<file path="src/rtl/keypad_pkg.sv">
// Shared types, default timing and width helpers for the keypad front end.
package keypad_pkg;

  typedef enum logic [1:0] {
    IDLE   = 2'd0,
    DELAY  = 2'd1,
    REPEAT = 2'd2
  } chan_state_t;

  localparam int DEF_N_KEYS     = 10;
  localparam int DEF_DEB_CYCLES = 4;
  localparam int DEF_RPT_DELAY  = 500;
  localparam int DEF_RPT_PERIOD = 100;

  // Bits needed to hold 0..v-1, never less than one.
  function automatic int clog2w(input int v);
    return (v < 2) ? 1 : $clog2(v);
  endfunction

  function automatic int max2(input int a, input int b);
    return (a > b) ? a : b;
  endfunction

endpackage

</file>
<file path="src/rtl/keypad_key_chan.sv">
// One key channel: 2-flop synchroniser, debouncer and press/auto-repeat FSM.
// pulse is combinational and registered by the parent; deb_next is the debounced level after this edge.
module keypad_key_chan
  import keypad_pkg::*;
#(
  parameter int DEB_CYCLES = DEF_DEB_CYCLES,
  parameter int RPT_DELAY  = DEF_RPT_DELAY,
  parameter int RPT_PERIOD = DEF_RPT_PERIOD
) (
  input  logic clk,
  input  logic rst,
  input  logic key_in,
  input  logic rpt_en,
  output logic pulse,
  output logic deb_next
);

  localparam int DEB_W = clog2w(DEB_CYCLES);
  localparam int RPT_W = clog2w(max2(RPT_DELAY, RPT_PERIOD));

  logic             sync1;
  logic             sync;
  logic             deb;
  logic [DEB_W-1:0] deb_cnt;
  logic [DEB_W-1:0] deb_cnt_next;
  logic [RPT_W-1:0] rpt_cnt;
  logic [RPT_W-1:0] rpt_cnt_next;
  chan_state_t      state;
  chan_state_t      state_next;

  always_ff @(posedge clk or posedge rst) begin
    if (rst) begin
      sync1   <= 1'b0;
      sync    <= 1'b0;
      deb     <= 1'b0;
      deb_cnt <= '0;
      rpt_cnt <= '0;
      state   <= IDLE;
    end else begin
      sync1   <= key_in;
      sync    <= sync1;
      deb     <= deb_next;
      deb_cnt <= deb_cnt_next;
      rpt_cnt <= rpt_cnt_next;
      state   <= state_next;
    end
  end

  // Any agreeing sample restarts the count, so short glitches never toggle deb.
  always_comb begin
    deb_next     = deb;
    deb_cnt_next = '0;
    if (sync != deb) begin
      if (deb_cnt == DEB_W'(DEB_CYCLES - 1)) begin
        deb_next = ~deb;
      end else begin
        deb_cnt_next = deb_cnt + DEB_W'(1);
      end
    end
  end

  // Release is checked against deb_next so a falling edge suppresses a same-cycle repeat.
  always_comb begin
    state_next   = state;
    rpt_cnt_next = rpt_cnt;
    pulse        = 1'b0;
    case (state)
      IDLE: begin
        rpt_cnt_next = '0;
        if (deb) begin
          pulse      = 1'b1;
          state_next = DELAY;
        end
      end
      DELAY: begin
        if (!deb_next) begin
          state_next   = IDLE;
          rpt_cnt_next = '0;
        end else if (!rpt_en) begin
          rpt_cnt_next = '0;
        end else if (rpt_cnt == RPT_W'(RPT_DELAY - 1)) begin
          pulse        = 1'b1;
          rpt_cnt_next = '0;
          state_next   = REPEAT;
        end else begin
          rpt_cnt_next = rpt_cnt + RPT_W'(1);
        end
      end
      REPEAT: begin
        if (!deb_next) begin
          state_next   = IDLE;
          rpt_cnt_next = '0;
        end else if (!rpt_en) begin
          state_next   = DELAY;
          rpt_cnt_next = '0;
        end else if (rpt_cnt == RPT_W'(RPT_PERIOD - 1)) begin
          pulse        = 1'b1;
          rpt_cnt_next = '0;
        end else begin
          rpt_cnt_next = rpt_cnt + RPT_W'(1);
        end
      end
      default: begin
        state_next   = IDLE;
        rpt_cnt_next = '0;
      end
    endcase
  end

endmodule

</file>
<file path="src/rtl/keypad_l2p_rpt.sv">
// Keypad front end: per-key debounce, press pulse and auto-repeat, plus a
// registered lowest-index key code, valid strobe and any-key-held flag.
module keypad_l2p_rpt
  import keypad_pkg::*;
#(
  parameter int N_KEYS     = DEF_N_KEYS,
  parameter int DEB_CYCLES = DEF_DEB_CYCLES,
  parameter int RPT_DELAY  = DEF_RPT_DELAY,
  parameter int RPT_PERIOD = DEF_RPT_PERIOD,
  localparam int CODE_W    = clog2w(N_KEYS)
) (
  input  logic              clk,
  input  logic              rst,
  input  logic [N_KEYS-1:0] input_key,
  input  logic              rpt_en,
  output logic [N_KEYS-1:0] keypad,
  output logic              key_valid,
  output logic [CODE_W-1:0] key_code,
  output logic              key_held
);

  logic [N_KEYS-1:0] pulse;
  logic [N_KEYS-1:0] deb_next;
  logic [CODE_W-1:0] code_next;

  for (genvar gi = 0; gi < N_KEYS; gi++) begin : g_chan
    keypad_key_chan #(
      .DEB_CYCLES(DEB_CYCLES),
      .RPT_DELAY (RPT_DELAY),
      .RPT_PERIOD(RPT_PERIOD)
    ) u_chan (
      .clk     (clk),
      .rst     (rst),
      .key_in  (input_key[gi]),
      .rpt_en  (rpt_en),
      .pulse   (pulse[gi]),
      .deb_next(deb_next[gi])
    );
  end

  // Scan high-to-low so the lowest pulsing index is the last one written.
  always_comb begin
    code_next = '0;
    for (int i = N_KEYS - 1; i >= 0; i--) begin
      if (pulse[i]) code_next = CODE_W'(i);
    end
  end

  always_ff @(posedge clk or posedge rst) begin
    if (rst) begin
      keypad    <= '0;
      key_valid <= 1'b0;
      key_code  <= '0;
      key_held  <= 1'b0;
    end else begin
      keypad    <= pulse;
      key_valid <= |pulse;
      key_code  <= code_next;
      key_held  <= |deb_next;
    end
  end

endmodule

</file>
<file path="config.mk">
export PLATFORM = sky130hd
export DESIGN_NAME = keypad_l2p_rpt
export DESIGN_NICKNAME = d
export VERILOG_FILES = /design/src/rtl/keypad_pkg.sv /design/src/rtl/keypad_key_chan.sv /design/src/rtl/keypad_l2p_rpt.sv
export SDC_FILE = /design/constraint.sdc
export NUM_CORES = 1
export LEC_CHECK = 0
export CAP_MARGIN = 20
export CORE_AREA = 2 2 170 105
export CTS_CLUSTER_DIAMETER = 100
export DETAILED_ROUTE_END_ITERATION = 6
export DIE_AREA = 0 0 172 107
export GPL_ROUTABILITY_DRIVEN = 0
export GPL_TIMING_DRIVEN = 0
export MAX_ROUTING_LAYER = met4
export PLACE_DENSITY = 0.72
export SETUP_SLACK_MARGIN = 0.3
export SYNTH_ARGS = -nofsm -noshare
export SYNTH_HDL_FRONTEND = slang
export SYNTH_HIERARCHICAL = 1
export SYNTH_SLANG_ARGS = --single-unit
</file>
<file path="constraint.sdc">
create_clock -name clk -period 5.15 [get_ports clk]
set_input_delay 1.03 -clock clk [delete_from_list [all_inputs] [get_ports clk]]
set_output_delay 1.03 -clock clk [all_outputs]
set_load 0.02 [all_outputs]
</file>
==> results <==
- The number of slew-limit violations in the final report is 0.
- The largest net degree at the start of global routing is 22.
- The worst slew slack as a fraction of its limit is 50.8%.
- The setup check on the worst reg-to-reg path leaves a slack of 2.41 ns.
- In the final routed layout, each cell accounts on average for 14.6 microns.
- Ranked by total cell area, the synthesized netlist is headed by sky130_fd_sc_hd__dfrtp_1, sky130_fd_sc_hd__ha_1, sky130_fd_sc_hd__nor2_1.
- Of the total power, the clock network draws 28.8%.
- From synthesis to final layout, the design area changed by 12.8%.
- In this run, CTS created clock tree buffers numbering 17.
- Net switching is 33.0% of the power.
- Counting instances, the worst hold path has a depth of 0.
- Of all nets on the critical path, the largest fanout is 21.
- The critical path class is input pin to register.
- The core region is 16900 sq um.
- TritonCTS built the clock tree.
- After synthesis the netlist holds a flip-flop and latch count of 176.
- The number of different library cells in the post-synthesis netlist is 53.
- For this run the aggregate overflow at the end of global routing stands at 0.
- The internal power consumption is 2.88 mW.
- The path depth of the worst reg2reg path is 8.
- The final period demand of the worst path is 3.35 ns.
- The areal power density over the cells is 419 nW/um^2.
- sky130_fd_sc_hd__dfrtp_1 is the most common cell in the netlist.
- Static timing analysis puts the maximum clock frequency at 0.299 GHz.
- The max-cap check violation count is 0.
- The type of element launching the critical path is an input pin.
- The library cell used as clock root buffer is sky130_fd_sc_hd__clkbuf_16.
- The total half-perimeter wirelength after legalization and detailed placement is 12000 microns.
- The height of the chip is 107 microns.
- After detailed routing, the number of vias per cell comes to 5.37.
- The first-pass detailed-route iteration total is 6.
- The count of unresolved DRC violations after routing is 0.
- The synthesized design contains 0 enable-type register cells.
- For this design the static power due to leakage is 4.55 nW.
- The flow ran to the end, and the final reports show no timing, DRC or antenna violations.
- 29 I/O pins were placed.
- The number of antenna violations at the first check in global routing is 0.
- Clock-pin slew was measured on the worst setup and hold paths at 0.07 ns.
- After clock tree synthesis, the setup repair step added 0 buffers.
- Summing the sequential cell areas from Yosys gives 48.4% of the chip area.
- The quantity of gates resized following cts is 0.
- Counting flops with an async set or reset pin after synthesis yields a share of 100%.
- Across the VDD grid, the largest voltage drop is 0.236 mV.
- The first global-routing pass estimated 29200 microns of wire.
- After technology mapping, the gate count stands at 870.
- The path class of the tightest hold or removal check is register to register.
- Combinational cells account for 29.9% of the total power.
- Data on the critical path arrives at its endpoint at 3.69 ns.
- In the final layout, the share of cells above drive strength 1 is 10.2%.
- For this run, the leading register cell type out of synthesis is sky130_fd_sc_hd__dfrtp_1.
- The nature of the critical path endpoint is a register.
- Summing every instance area after synthesis gives 9100 sq um.
- The number of global-route vias before repair came to 5991.
- The total setup violations reported at the end of the flow is 0.
- The total number of clock tree sinks is 176.
- At the worst endpoint, the required time is 5.49 ns.
- In the final design database the tool counted 997 nets.
- Measured on the finished design, the core utilization comes to 61.0%.
- The library cell with the largest summed area after synthesis is sky130_fd_sc_hd__dfrtp_1.
- The worst clock skew is 0.0107 ns.
- The global router's overall resource usage is 20.9%.
- Dividing the final minimum period by the clock period gives 65.0%.
- Hold timing on the final database bottoms out at a slack of 0.348 ns.
- Setup repair after global routing left no endpoint under its margin.
- The number of warnings printed during yosys synthesis is 6.
- The critical path starts at rpt_en.
- The remaining antenna violation count is 0.
- The die covers 18400 sq um.
- The routed layout has 6255 vias.
- Counting instances in the post-synthesis netlist gives the leading cell types as sky130_fd_sc_hd__dfrtp_1, sky130_fd_sc_hd__nor2_1, sky130_fd_sc_hd__inv_1.
- The actual transition at the worst max-transition pin is 0.738 ns.
- The initial utilization of the core area, before any placement, comes to 54.0%.
- The die is 172 microns wide.
- In this run the worst setup path terminates at key_code[0].
- The final-report hold violation count is 0.
- Hold repair after CTS inserted 0 buffers.
- The top cell type by area accounts for 48.4% of the synthesized area.
- Of the total power, registers draw 41.3%.
- The cell row count is 37.
- The antenna diode instance count is 0.
- The final wirelength is 17000 microns.
- When the netlist entered floorplanning its net count stood at 949.
- The average cell area after synthesis is 10.5 sq um.
- The final setup TNS is 0 ns.
- In this run the critical register-to-register path is launched from g_chan[5].u_chan/rpt_cnt[4].
- In this run the tool buffered the top-level ports with 28 buffer cells.
- The longest clock path from root to sink contains 2 buffers.
- The H-tree depth is 4.
- The analysis attributes to net switching a power of 1.42 mW.
- The reg-to-reg endpoint is key_code[0].
- Clock latency on the worst-skew pair, taken at its later pin, is 0.43 ns.
- The initial detailed-routing violation count is 452.
==> state kept, by name, indices dropped and copies added (netlist names) <==
signal,flops
g_chan.u_chan/deb_cnt,20
g_chan.u_chan/rpt_cnt,90
keypad,10
key_valid,1
key_code,4
g_chan.u_chan/deb,10
key_held,1
g_chan.u_chan/state,20
g_chan.u_chan/sync1,10
g_chan.u_chan/sync,10
==> area by class of cell <==
class / count / area, sq um
multi-input cells: 611 / 4380
well taps: 234 / 293
repair buffers: 29 / 308
fillers: 1390 / 6580
clock inverters: 9 / 83.8
flip-flops and latches: 176 / 4400
plain buffers: 14 / 55.1
inverters: 69 / 259
clock buffers: 22 / 484
==> critical path, cell delays in order <==
cell                              delay [ns]
sky130_fd_sc_hd__clkdlybuf4s50_1        0.87
sky130_fd_sc_hd__buf_16                 0.24
sky130_fd_sc_hd__nand3_1                0.11
sky130_fd_sc_hd__a211o_2                0.32
sky130_fd_sc_hd__a21oi_1                0.43
sky130_fd_sc_hd__nor2_1                 0.10
sky130_fd_sc_hd__a221o_1                0.35
sky130_fd_sc_hd__a221oi_2               0.21
==> layer usage <==
metal | up-vias | global-route usage, % | share of wire, % | routed length, microns
met1 | 3011 | 30.5 | 53 | 9060
met3 | 22 | 3.91 | 3.8 | 637
met5 | - | - | 0 | 0
met2 | 117 | 29.0 | 41 | 7040
met4 | 0 | 7.50 | 1.5 | 255
li1 | 3105 | - | - | -
==> through the flow <==
stage / power [mW] / instances / worst slack (ns) / instance area (sq um)
after global placement: 3.04 / 1132 / 0.879 / 9680
final: 4.30 / 1164 / 1.80 / 10300
after detailed placement: 3.08 / 1133 / 1.39 / 9700
after CTS: 4.34 / 1164 / 1.84 / 10300
after floorplan: 2.69 / 870 / 2.78 / 9100
after global routing: 4.59 / 1164 / 1.65 / 10300
==> how the worst min path moves through the flow <==
stage	startpoint	end	slack, ns
2_1_floorplan	g_chan[0].u_chan/sync1	g_chan[0].u_chan/sync	0.33
3_3_place_gp	g_chan[4].u_chan/sync1	g_chan[4].u_chan/sync	0.33
3_5_place_dp	g_chan[8].u_chan/sync1	g_chan[8].u_chan/sync	0.33
4_1_cts	g_chan[8].u_chan/sync1	g_chan[8].u_chan/sync	0.35
5_1_grt	g_chan[7].u_chan/sync1	g_chan[7].u_chan/sync	0.36
6_report	g_chan[9].u_chan/sync1	g_chan[9].u_chan/sync	0.35
==> kinds of logic (layout without fill, tap and decap cells) <==
kind of cell	after synthesis	in the layout	synth area share (%)
flip-flops	176	176	48.4
multiplexers	23	23	3.05
XOR/XNOR	79	79	7.60
AO/OA/AOI/OAI	86	86	7.52
AND/OR/NAND/NOR	357	357	20.9
buffers and inverters	83	143	3.45
adder cells (fa/ha/maj)	66	66	9.07
==> power by group through the flow <==
stage | Sequential (mW) | Combinational (mW) | Clock [mW]
after floorplan | 1.82 | 0.870 | 0
after global placement | 1.79 | 1.25 | 0
after detailed placement | 1.80 | 1.28 | 0
after CTS | 1.77 | 1.29 | 1.28
after global routing | 1.80 | 1.44 | 1.34
final | 1.77 | 1.29 | 1.24
==> cell usage in the layout, fill, tap and decap left out, types with 6 or more instances in the layout <==
cell type and count:
sky130_fd_sc_hd__and4_2 8, sky130_fd_sc_hd__nor2b_1 17, sky130_fd_sc_hd__or4_4 6, sky130_fd_sc_hd__nand2_1 54, sky130_fd_sc_hd__or4_1 8, sky130_fd_sc_hd__clkbuf_1 13
sky130_fd_sc_hd__nand4_1 27, sky130_fd_sc_hd__a211o_2 6, sky130_fd_sc_hd__or3b_4 6, sky130_fd_sc_hd__o31ai_1 12, sky130_fd_sc_hd__and3_2 7, sky130_fd_sc_hd__mux2_4 6
sky130_fd_sc_hd__xnor2_1 46, sky130_fd_sc_hd__mux2_2 7, sky130_fd_sc_hd__xor2_1 33, sky130_fd_sc_hd__inv_1 69, sky130_fd_sc_hd__clkbuf_16 17, sky130_fd_sc_hd__ha_1 66
sky130_fd_sc_hd__a21o_1 7, sky130_fd_sc_hd__a32o_1 6, sky130_fd_sc_hd__dfrtp_1 176, sky130_fd_sc_hd__a21oi_1 18, sky130_fd_sc_hd__a31oi_1 9, sky130_fd_sc_hd__mux2_1 7
sky130_fd_sc_hd__clkdlybuf4s50_1 28, sky130_fd_sc_hd__and3_1 6, sky130_fd_sc_hd__nor2_1 117, sky130_fd_sc_hd__or3_1 21, sky130_fd_sc_hd__nor3_1 15, sky130_fd_sc_hd__nand3_1 49
Note: power is estimated with default switching activity, not from simulation.
